[config.mk]
export PLATFORM = sky130hd
export DESIGN_NAME = i2s_rx_deserializer
export DESIGN_NICKNAME = d
export VERILOG_FILES = /design/src/rtl/i2s_pkg.sv /design/src/rtl/sync_edge_detect.sv /design/src/rtl/i2s_rx_deserializer.sv
export SDC_FILE = /design/constraint.sdc
export NUM_CORES = 1
export LEC_CHECK = 0
export BUFFER_PORTS_ARGS = -buffer_cell sky130_fd_sc_hd__buf_4
export CORE_MARGIN = 1.5
export CORE_UTILIZATION = 60
export DETAILED_ROUTE_END_ITERATION = 7
export GPL_TIMING_DRIVEN = 0
export PLACE_DENSITY = 0.82
export REMOVE_ABC_BUFFERS = 1
export SYNTH_ARGS = -nofsm -noshare
export SYNTH_HDL_FRONTEND = slang
export SYNTH_SLANG_ARGS = --single-unit
[constraint.sdc]
create_clock -name clk -period 5.28 [get_ports clk]
set_clock_uncertainty 0.15 [all_clocks]
set_input_delay 0.264 -clock clk [delete_from_list [all_inputs] [get_ports clk]]
set_output_delay 0.264 -clock clk [all_outputs]
set_load 0.01 [all_outputs]
[src/rtl/i2s_pkg.sv]
// Shared types and defaults for the I2S receive path.
package i2s_pkg;

  localparam int DATA_W_DEF = 16;
  localparam int SLOT_W_DEF = 32;

  typedef enum logic [1:0] {
    IDLE  = 2'd0,
    SKIP  = 2'd1,
    SHIFT = 2'd2,
    HOLD  = 2'd3
  } rx_state_t;

endpackage

[src/rtl/sync_edge_detect.sv]
// Two-flop synchronizer for one asynchronous input, plus a delayed copy
// used to derive single-cycle rise and any-edge pulses.
module sync_edge_detect (
  input  logic clk,
  input  logic reset,
  input  logic async_in,
  output logic sync_out,
  output logic rise,
  output logic any_edge
);

  logic meta_q;
  logic sync_q;
  logic dly_q;

  // Synchronizer chain and one-cycle-delayed copy for edge detection.
  always_ff @(posedge clk) begin
    if (!reset) begin
      meta_q <= 1'b0;
      sync_q <= 1'b0;
      dly_q  <= 1'b0;
    end else begin
      meta_q <= async_in;
      sync_q <= meta_q;
      dly_q  <= sync_q;
    end
  end

  assign sync_out = sync_q;
  assign rise     = sync_q & ~dly_q;
  assign any_edge = sync_q ^ dly_q;

endmodule

[src/rtl/i2s_rx_deserializer.sv]
// I2S receiver: oversamples SCLK/LRCLK/SDATA on clk, aligns to LRCLK
// slots and presents the top DATA_W bits of each slot as a signed word
// with a channel tag that only changes together with sample_valid.
//
//   state | meaning
//   IDLE  | after reset; waiting for the first LRCLK edge
//   SKIP  | slot started; next SCLK rise carries previous word's LSB
//   SHIFT | capturing DATA_W bits MSB first
//   HOLD  | word complete; ignoring remaining slot bits
module i2s_rx_deserializer
  import i2s_pkg::*;
#(
  parameter int DATA_W = DATA_W_DEF,
  parameter int SLOT_W = SLOT_W_DEF
) (
  input  logic              clk,
  input  logic              reset,
  input  logic              i2s_sclk,
  input  logic              i2s_lrclk,
  input  logic              i2s_sdata,
  output logic [DATA_W-1:0] sample_out,
  output logic              sample_lr,
  output logic              sample_valid,
  output logic              frame_err
);

  // Counter is sized for a full slot so a mis-set DATA_W cannot wrap it.
  localparam int CNT_W = $clog2(SLOT_W + 1);

  logic sclk_rise;
  logic sclk_sync_unused;
  logic sclk_edge_unused;
  logic lrclk_sync;
  logic lr_edge;
  logic lrclk_rise_unused;
  logic sdata_sync;
  logic sdata_rise_unused;
  logic sdata_edge_unused;

  sync_edge_detect u_sync_sclk (
    .clk      (clk),
    .reset    (reset),
    .async_in (i2s_sclk),
    .sync_out (sclk_sync_unused),
    .rise     (sclk_rise),
    .any_edge (sclk_edge_unused)
  );

  sync_edge_detect u_sync_lrclk (
    .clk      (clk),
    .reset    (reset),
    .async_in (i2s_lrclk),
    .sync_out (lrclk_sync),
    .rise     (lrclk_rise_unused),
    .any_edge (lr_edge)
  );

  sync_edge_detect u_sync_sdata (
    .clk      (clk),
    .reset    (reset),
    .async_in (i2s_sdata),
    .sync_out (sdata_sync),
    .rise     (sdata_rise_unused),
    .any_edge (sdata_edge_unused)
  );

  rx_state_t         state_q;
  rx_state_t         state_d;
  logic [CNT_W-1:0]  bit_cnt;
  logic [DATA_W-1:0] shift_q;
  logic              cur_ch;
  logic              word_done;

  logic              shift_en;
  logic              cnt_clr;
  logic              latch_ch;
  logic              err_d;
  logic              done_d;

  // State register.
  always_ff @(posedge clk) begin
    if (!reset) begin
      state_q <= IDLE;
    end else begin
      state_q <= state_d;
    end
  end

  // Next-state and datapath controls. An LRCLK edge always wins over a
  // coincident SCLK rise; that rise is then consumed as the skip bit.
  always_comb begin
    state_d  = state_q;
    shift_en = 1'b0;
    cnt_clr  = 1'b0;
    latch_ch = 1'b0;
    err_d    = 1'b0;
    done_d   = 1'b0;

    if (lr_edge) begin
      latch_ch = 1'b1;
      cnt_clr  = 1'b1;
      state_d  = sclk_rise ? SHIFT : SKIP;
      if (state_q == SKIP || state_q == SHIFT) begin
        err_d = 1'b1;
      end
    end else begin
      case (state_q)
        IDLE: begin
          state_d = IDLE;
        end
        SKIP: begin
          if (sclk_rise) begin
            cnt_clr = 1'b1;
            state_d = SHIFT;
          end
        end
        SHIFT: begin
          if (sclk_rise) begin
            shift_en = 1'b1;
            if (bit_cnt == CNT_W'(DATA_W - 1)) begin
              done_d  = 1'b1;
              state_d = HOLD;
            end
          end
        end
        HOLD: begin
          state_d = HOLD;
        end
        default: begin
          state_d = IDLE;
        end
      endcase
    end
  end

  // Shift register, bit counter and channel latch.
  always_ff @(posedge clk) begin
    if (!reset) begin
      bit_cnt <= '0;
      shift_q <= '0;
      cur_ch  <= 1'b0;
    end else begin
      if (latch_ch) begin
        cur_ch <= lrclk_sync;
      end
      if (cnt_clr) begin
        bit_cnt <= '0;
        shift_q <= '0;
      end else if (shift_en) begin
        bit_cnt <= bit_cnt + CNT_W'(1);
        shift_q <= {shift_q[DATA_W-2:0], sdata_sync};
      end
    end
  end

  // Output stage: word and channel tag move together with the valid pulse.
  always_ff @(posedge clk) begin
    if (!reset) begin
      word_done    <= 1'b0;
      sample_out   <= '0;
      sample_lr    <= 1'b0;
      sample_valid <= 1'b0;
      frame_err    <= 1'b0;
    end else begin
      word_done    <= done_d;
      sample_valid <= word_done;
      frame_err    <= err_d;
      if (word_done) begin
        sample_out <= shift_q;
        sample_lr  <= cur_ch;
      end
    end
  end

endmodule

# Word level (Yosys, flattened, before mapping)
# Index checks and enable logic that the tools add are counted.
# Widths: inputs -> output; s select.
# op_classes
n_eq_ne	7
mux	14
bitwise	6
addsub	1
reduce_logical	6
# op_table
op	n
$mux 2	5
$mux 1	8
$pmux 2 s4	1
$add 6x1->6 const B	1
$eq 6x4->1 const B	1
$ne 3x3->1 const B	2
$eq 2x2->1 const B	2
$not 1->1	4
$reduce_or 4->1	1
$ne 3x2->1 const B	1
$reduce_and 3->1	1
$eq 2x1->1 const B	1
$logic_not 2->1	1
$reduce_and 2->1	1
$reduce_or 2->1	1
$and 1x1->1	1
$logic_or 1x1->1	1
$xor 1x1->1	1
# totals
regBits	53
wordCells	51
in_bits	5
output_inout_bits	19

# Depth between registers and ports, before layout
# Gate-level depths: netlist (run 1).
# depth
word_depth	6
ltp_mapped	7
mapped_depth_nobuf	6

# Modules after synthesis
# From an unflattened synthesis (run 1), not the netlist that was laid out.
# unflattened
hier_cells	216
area_unflattened_um2	2100.8
# by_module_without_submodules
module	seq_area_each_um2	instances	area_each_um2	cells_each
i2s_rx_deserializer	900.9	1	1804.2	189
sync_edge_detect	60.1	3	98.8	9

# Least setup slack after synthesis (run 1)
# Ideal clock, no wire load.
# synth_timing
path_kind	register to register
start	register state_q[0]
end	register state_q[0]
slack_ps	3506
t_required_ps	5060
stages_incl_launch_ff	7
synth_period_minus_slack_ps	1774
setup_ps	70
arrival_ps	1554
n_path_buf	0
cell_sequence	dfxtp_1 -> inv_1 -> ha_1 -> nand3b_2 -> or4_1 -> o21a_1 -> a21oi_1
# synth_via
elab_chain_len	3
elab_cells_between_ends	10
classes_between	eq/ne (6); mux (2); reduce/logical (2)
# synth_lines
item	line_no	text
from (decl)	i2s_rx_deserializer.sv:67	rx_state_t state_q;
from (signal assigned)	i2s_rx_deserializer.sv:85	state_q <= state_d;
$eq 2x2->1 (tied with other cells)	i2s_rx_deserializer.sv:107	case (state_q)
$pmux 2 s4 (tied with other cells)	i2s_rx_deserializer.sv:107	
$mux 2 or $reduce_and 3->1 (tied branches)	n/a	
# Several ways; a longest one is shown, not always the timed one.
# A chain may end at the register's enable or synchronous reset.

# Final worst setup path (run 1)
# layout_timing
start	register state_q[1]
end	register bit_cnt[0]
# layout_via
elab_chain_len	4
elab_cells_between_ends	7
classes_between	eq/ne (2); mux (4); reduce/logical (1)
# layout_lines
item	line_no	text
$eq 2x1->1	i2s_rx_deserializer.sv:107	
$mux 1	i2s_rx_deserializer.sv:107	
$mux 1	i2s_rx_deserializer.sv:99	if (lr_edge) begin
$reduce_or 2->1 (no line)	n/a	
to (signal assigned)	i2s_rx_deserializer.sv:150	bit_cnt <= bit_cnt + CNT_W'(1);
to (decl)	i2s_rx_deserializer.sv:69	logic [CNT_W-1:0] bit_cnt;
# Several ways; a longest one is shown, not always the timed one.

==> results of run 1 <==
-- critical path: cells and delay by family (launching register included) --
family / cells / cell delay, ns
AND/OR/NAND/NOR: 3 / 0.86
flip-flops: 1 / 0.45
adder cells (fa/ha/maj): 1 / 0.32
XOR/XNOR: 1 / 0.20
-- per-layer routing --
metal,track usage [%],share of wire (%),vias to the layer above
met5,0,0,-
met3,6.933,5.4,8
met2,40.27,51,42
met4,9.627,2.1,0
met1,25.30,41,707
li1,-,-,745
-- where the power goes --
group / leakage [nW] / total, mW / internal [mW] / switching (mW)
clock network: 0.0255 / 0.170 / 0.0527 / 0.117
logic: 0.353 / 0.0337 / 0.0141 / 0.0196
registers: 0.429 / 0.408 / 0.405 / 0.00375
-- Yosys cell counts, drive strengths merged (2+ instances only) --
cell type | count | share of area, %
dfxtp | 53 | 53
nand2 | 38 | 7.1
a21oi | 19 | 4.7
mux2i | 18 | 8.9
nor2b | 18 | 5.6
and2 | 11 | 3.4
nor2 | 7 | 1.4
xnor2 | 6 | 2.6
clkbuf | 5 | 0.93
ha | 5 | 3.1
buf | 4 | 0.99
inv | 4 | 0.74
a31oi | 3 | 0.93
nand3 | 3 | 0.74
nor3 | 3 | 0.74
nor4 | 2 | 0.62
o21ai | 2 | 0.50
-- state kept, by name, summed over array words and instances, names as in the netlist, 2 cells and up --
signal,flops
sample_out,16
state_q,2
bit_cnt,6
shift_q,16
-- worst max path at each step --
| stage | end | slack (ns) | cells past startpoint |
|---|---|---|---|
| after detailed placement | bit_cnt[0] | 3.22 | 5 |
| final | bit_cnt[0] | 3.19 | 5 |
| after floorplan | state_q[0] | 3.51 | 6 |
| after CTS | bit_cnt[0] | 3.20 | 5 |
| after global placement | bit_cnt[0] | 3.31 | 5 |
| after global routing | bit_cnt[0] | 3.03 | 5 |
-- per-stage QoR --
step / utilization (%) / area (um^2) / instances
2_1_floorplan: - / 1982 / 203
3_3_place_gp: 70.64 / 2210 / 270
3_5_place_dp: 70.64 / 2210 / 270
4_1_cts: 73.28 / 2292 / 281
5_1_grt: 73.28 / 2292 / 281
6_report: 73.28 / 2292 / 281
-- kinds of logic after synthesis --
group           count (synthesis)
flops                          53
fa+ha+maj                       6
mux                            19
compound gates                 27
xor+xnor                        7
simple gates                   87
buf+inv                        13
-- cell type report --
| type | instances | area (um^2) |
|---|---|---|
| clock inverter | 1 | 7.507 |
| tap | 44 | 55.05 |
| timing repair buffer | 26 | 202.7 |
| multi-input combinational | 146 | 905.9 |
| inverter | 4 | 15.01 |
| sequential | 53 | 1061 |
| clock buffer | 7 | 45.04 |
| fill | 246 | 835.8 |
-- cell usage in the layout (no fill, tap or decap), types with 2 or more instances in the layout --
master / n
a21oi_1: 19
o21ai_0: 2
and2_1: 11
xnor2_1: 6
dfxtp_1: 53
nand3_1: 3
nor3_1: 3
nor2b_1: 18
clkbuf_1: 2
nand2_1: 38
nor4_1: 2
inv_1: 4
dlygate4sd3_1: 3
nor2_1: 6
mux2i_1: 18
buf_4: 23
clkbuf_4: 5
ha_1: 5
a31oi_1: 3
==> flow_summary_export.csv, run 1 <==
group,metric,value,unit
synth,synth_compound_area_share,7.245,%
sta,hold-worst-slack,0.1116,ns
clock_tree,clock_sinks,53,
critical_path,reg2reg_to,"bit_cnt[0]",
critical_path,cp.required,5.38,ns
detailed_routing,ant_nets,0,
power_and_ir_drop,power.density,266.8,nW/um^2
sta,setup_slack,3.188,ns
critical_path,rr_worst_depth,5,
worst_hold_path,holdPathStages,2,
clock_tree,hold_buffers,3,
placement,dp_hpwl,2.348,mm
power_and_ir_drop,power_leakage,0.8072,nW
synth,ys.flop_type,"dfxtp_1",
sta,slew_headroom,30.34,%
critical_path,slowest_delay,0.63,ns
sta,max_slew.worst_pin.slew,1.044,ns
clock_tree,clk_root_buffer_cell,"clkbuf_4",
clock_tree,htreeDepth,2,
critical_path,r2r_setup_slack,3.19,ns
power_and_ir_drop,p_total,611.6,uW
run_status,status,"complete, no violations",
worst_hold_path,hold_class,"input pin to register",
floorplan,core-area,3128,um^2
synth,synth_warnings,0,
detailed_routing,detail_route.iter0.violations,88,
sta,drv_slew,0,
global_route,grt.overflow.total,0,
synth,syn_avg_cell_area,9.532,um^2
detailed_routing,drt_drc_violations_left,0,
layout,antennaDiodeCount,0,
floorplan,die_w,61.03,um
synth,synth-async-reset-ratio,0,%
critical_path,timing.rr.start,"state_q[1]",
global_route,grt_pass1_wl,6.092,mm
sta,finalHoldViolCount,0,
clock_tree,post-cts-setup-buffer-count,0,
placement,pre_cts_ws,3.218,ns
detailed_routing,vias_per_cell,5.345,
detailed_routing,dr.pass1.iters,4,
critical_path,crit_arrival,2.20,ns
detailed_routing,wl_per_cell,12.93,um
power_and_ir_drop,vdd_drop_max,0.1904,mV
clock_tree,clkTransAtPathRegs,0.14,ns
sta,max_freq,477.9,MHz
sta,finalCriticalPeriod,2.092,ns
layout,drive_above_1_share,13.50,%
global_route,grt_use_total,22.79,%
synth,synth_xor_area_share,3.034,%
synth,synth-seq-cells,53,
layout,area_growth,13.44,%
critical_path,end_kind,"register",
floorplan,num_rows,20,
critical_path,critical_path.startpoint_type,"register",
synth,synth_edf_count,0,
placement,port_buffers,23,
synth,yosys.area_share.simple,21.49,%
global_route,antenna_found_initial,0,
floorplan,dieArea,3725,um^2
synth,synthCells,212,
critical_path,slowest_stage,"nor2_2",
clock_tree,cts_tree,"done",
global_route,grt_pass1_vias,1422,
synth,synth_top_family_by_area,"simple AND/OR/NAND/NOR gates",
synth,synthesis.area,2021,um^2
placement,gp_congestion,0.8173,
clock_tree,clkLatencyLatePin,0.37,ns
floorplan,io_pins,24,
flow_run,drv_cap,0,
sta,fin_setup_tns,0,ns
synth,synthMuxAreaShare,9.474,%
clock_tree,clockBufferDepth,2,
detailed_routing,routed_wirelength,3.633,mm
clock_tree,cts_resized,0,
floorplan,initial_core_util,64.60,%
floorplan,die_y,61.03,um
critical_path,path_cells,"ha_1 -> nand3b_2 -> nor2_2 -> xnor2_1 -> nor2_1",
global_route,grt_max_degree,32,
sta,rsz0062_at_grt,"false",
sta,setup_viol,0,
worst_hold_path,min_to,"sample_out[9]",
layout,final_nets,246,
synth,synth-seq-area-share,52.51,%
detailed_routing,via_count,1502,
sta,fin_crit_sh,39.63,%
clock_tree,cts_made_buffers,5,
critical_path,critPathLaunch,"state_q[1]",
critical_path,setup.worst_path.class,"register to register",
synth,synth_fa_ha_area_share,3.591,%
critical_path,critical_path.max_fanout,18,
synth,synth_cell_types,29,
worst_hold_path,min_from,"reset",
Note: power is estimated with default switching activity, not from simulation.
==> run 2, diff against run 1 <==
--- a/config.mk
+++ b/config.mk
@@ -5,12 +5,13 @@
 export SDC_FILE = /design/constraint.sdc
 export NUM_CORES = 1
 export LEC_CHECK = 0
+export ABC_AREA = 1
 export BUFFER_PORTS_ARGS = -buffer_cell sky130_fd_sc_hd__buf_4
 export CORE_MARGIN = 1.5
-export CORE_UTILIZATION = 60
+export CORE_UTILIZATION = 51
 export DETAILED_ROUTE_END_ITERATION = 7
 export GPL_TIMING_DRIVEN = 0
-export PLACE_DENSITY = 0.82
+export PLACE_DENSITY = 0.74
 export REMOVE_ABC_BUFFERS = 1
 export SYNTH_ARGS = -nofsm -noshare
 export SYNTH_HDL_FRONTEND = slang
==> constraint.sdc (replaced) <==
create_clock -name clk -period 1.8 [get_ports clk]
set_clock_uncertainty 0.15 [all_clocks]
set_input_delay 0.09 -clock clk [delete_from_list [all_inputs] [get_ports clk]]
set_output_delay 0.09 -clock clk [all_outputs]
set_load 0.01 [all_outputs]
==> run 2 against run 1 <==
Net effect:
- die area rose by 18%
- sequential power rose to 3.0 times the previous value
- fmax rose by 26%
- synthesized area rose by 1.2%
- cell count rose by 22%
- highest routed layer unchanged
- first-iteration DRC count rose by 30%
- wire length rose by 1.3%
- cell area rose by 3.9%
- sequential cell count did not move
==> flow_summary_export.csv, run 2 <==
group,metric,value,unit
run_status,status,"complete, no violations",
synth,synth_top_area_share,51.90,%
placement,dp_hpwl,2.313,mm
power_and_ir_drop,vdd_drop_max,0.5235,mV
clock_tree,clkTransAtPathRegs,0.09,ns
power_and_ir_drop,p_sw_share,25.51,%
synth,synth_compound_area_share,10.04,%
layout,area_growth,16.52,%
layout,final_nets,304,
synth,synthTopCellsByCount,"69 x nand2_1, 53 x dfxtp_1, 45 x nor2_1",
global_route,grt_max_degree,32,
clock_tree,clkLatencyLatePin,0.30,ns
sta,fin_setup_tns,0,ns
critical_path,end_kind,"register",
synth,synthMuxAreaShare,0,%
synth,syn_avg_cell_area,7.657,um^2
floorplan,num_rows,22,
global_route,grt.overflow.total,0,
layout,n_fill_cell,340,
clock_tree,htreeDepth,2,
synth,yosysTopAreaCell,"dfxtp_1",
placement,gp_congestion,0.8533,
placement,port_buffers,23,
sta,finalCriticalPeriod,1.665,ns
global_route,grt_use_met3,4.259,%
synth,synth-async-reset-ratio,0,%
layout,fin_cells,343,
synth,synthesis.area,2044,um^2
sta,rsz0062_at_grt,"false",
sta,slew_headroom,77.76,%
power_and_ir_drop,power_frac_seq,57.5,%
detailed_routing,dr.pass1.iters,4,
synth,synth_xor_area_share,0,%
detailed_routing,wl_per_cell,10.73,um
sta,drv_slew,0,
global_route,use_met2,30.63,%
power_and_ir_drop,pwr-share-comb,12.2,%
power_and_ir_drop,p_clk_share,30.3,%
synth,synthCells,267,
clock_tree,clockBufferDepth,2,
critical_path,critical_path.startpoint_type,"register",
clock_tree,clock_sinks,53,
power_and_ir_drop,power_leakage,1.090,nW
sta,setup_viol,0,
floorplan,core-area,3744,um^2
critical_path,crit_arrival,1.74,ns
layout,antennaDiodeCount,0,
critical_path,critical_path.max_fanout,19,
detailed_routing,drt_drc_violations_left,0,
sta,finalHoldViolCount,0,
sta,max_freq,600.6,MHz
layout,drive_above_1_share,16.95,%
critical_path,setup.worst_path.class,"register to register",
clock_tree,cts_made_buffers,5,
floorplan,die_y,66.32,um
synth,yosys.area_share.simple,26.93,%
placement,pre_cts_ws,-0.1019,ns
layout,largest_registers,"sample_out x16, shift_q x16, bit_cnt x6",
synth,synthTopCellsByArea,"dfxtp_1 52%, nand2_1 13%, nor2_1 8.3%",
global_route,grt_pass1_wl,6.368,mm
flow_run,drv_cap,0,
detailed_routing,via_count,1650,
detailed_routing,vias_per_cell,4.810,
power_and_ir_drop,power.density,892.1,nW/um^2
detailed_routing,ant_nets,0,
synth,yosysMostFrequentCell,"nand2_1",
global_route,grt_busiest_layer,"met2",
synth,synth_edf_count,0,
synth,synth_warnings,0,
detailed_routing,detail_route.iter0.violations,114,
floorplan,dieArea,4398,um^2
layout,final_common_cell,"nand2_1",
power_and_ir_drop,intPower,1.583,mW
floorplan,initial_core_util,54.61,%
floorplan,io_pins,24,
global_route,use_met1,23.99,%
sta,max_slew.worst_pin.slew,0.3328,ns
global_route,grt_pass1_vias,1496,
floorplan,die_w,66.32,um
clock_tree,clk_root_buffer_cell,"clkbuf_8",
layout,final_core_util,63.64,%
sta,setup_slack,0.1349,ns
sta,fin_crit_sh,92.50,%
synth,synth_cell_types,22,
synth,ys.flop_type,"dfxtp_1",
global_route,antenna_found_initial,0,
clock_tree,cts_tree,"done",
global_route,grt_use_total,18.50,%
critical_path,cp.required,1.87,ns
worst_hold_path,hold_class,"input pin to register",
detailed_routing,routed_wirelength,3.682,mm
synth,synth-seq-area-share,51.90,%
power_and_ir_drop,switching_power,542.2,uW
synth,synth_fa_ha_area_share,3.060,%
placement,dp_cells,327,
synth,synth-seq-cells,53,
layout,final_cell_mix,"69 x nand2_1, 52 x dfxtp_1, 45 x nor2_1, 27 x buf_4, 23 x a21oi_1",
synth,synth_top_family_by_area,"simple AND/OR/NAND/NOR gates",
## run 2: cell types whose count changed after synthesis, sizes merged, moves of 16 or more
cell,delta
inv,+21
mux2i,-18
nand2,+35
nor2,+40
nor2b,-18
o21ai,+16
## run 2: power groups by stage
stage	Sequential, mW	Combinational, mW	Clock (mW)
3_3_place_gp	1.25	0.239	0
3_5_place_dp	1.25	0.242	0
6_report	1.22	0.260	0.643
5_1_grt	1.23	0.306	0.731
4_1_cts	1.22	0.249	0.669
2_1_floorplan	1.25	0.185	0
## run 2: per-layer routing
metal  share of wire, %  up-vias
met5                  0        -
met4               0.62        0
met3                3.3        4
met2                 46       27
met1                 50      741
li1                   -      878
## run 2: cell type report
type,count,area [um^2],area share [%]
clock buffers,6,72.57,3.046
multi-input cells,178,842.1,35.35
well taps,48,60.06,2.521
inverters,26,98.84,4.149
flip-flops and latches,53,1062,44.59
repair buffers,30,232.7,9.769
clock inverters,2,13.76,0.5777
## run 2: kinds of logic after synthesis
| family | count (synthesis) |
|---|---|
| adder cells (fa/ha/maj) | 5 |
| flip-flops | 53 |
| AO/OA/AOI/OAI | 41 |
| AND/OR/NAND/NOR | 131 |
| buffers and inverters | 37 |
## run 2: metrics by stage
step           power [mW]  area (um^2)  hold WS, ns
6_report            2.125         2382      0.01844
5_1_grt             2.264         2382      0.03052
4_1_cts             2.141         2332     0.007975
3_5_place_dp        1.492         2210       0.1263
3_3_place_gp        1.489         2210       0.1241
2_1_floorplan       1.432         1977      0.03345
## run 2: what timing repair did
action / in CTS / in global routing
hold buffers: 3 / 0
resized for setup: 2 / 2
hold endpoints to repair: 3 / 0
cloned: 0 / 1
setup endpoints to repair: 31 / 24
pin swaps: 0 / 1
buffers inserted: 0 / 4
## run 2: worst paths after layout
path	start	endpoint	slack (ns)	cells past startpoint
max reg2reg	state_q[0]	shift_q[10]	0.13	7
min reg2reg	u_sync_sdata.meta_q	u_sync_sdata.sync_out	0.27	2
min	reset	u_sync_lrclk.meta_q	0.02	3
max	state_q[0]	shift_q[10]	0.13	7
## run 2: worst max-delay path, stage by stage (launching register included)
cell and delay, ns:
dfxtp_1 0.36, inv_1 0.08, ha_1 0.24, nand2_2 0.19, nor2_8 0.09, inv_2 0.25
nand2_1 0.08, a21oi_1 0.14
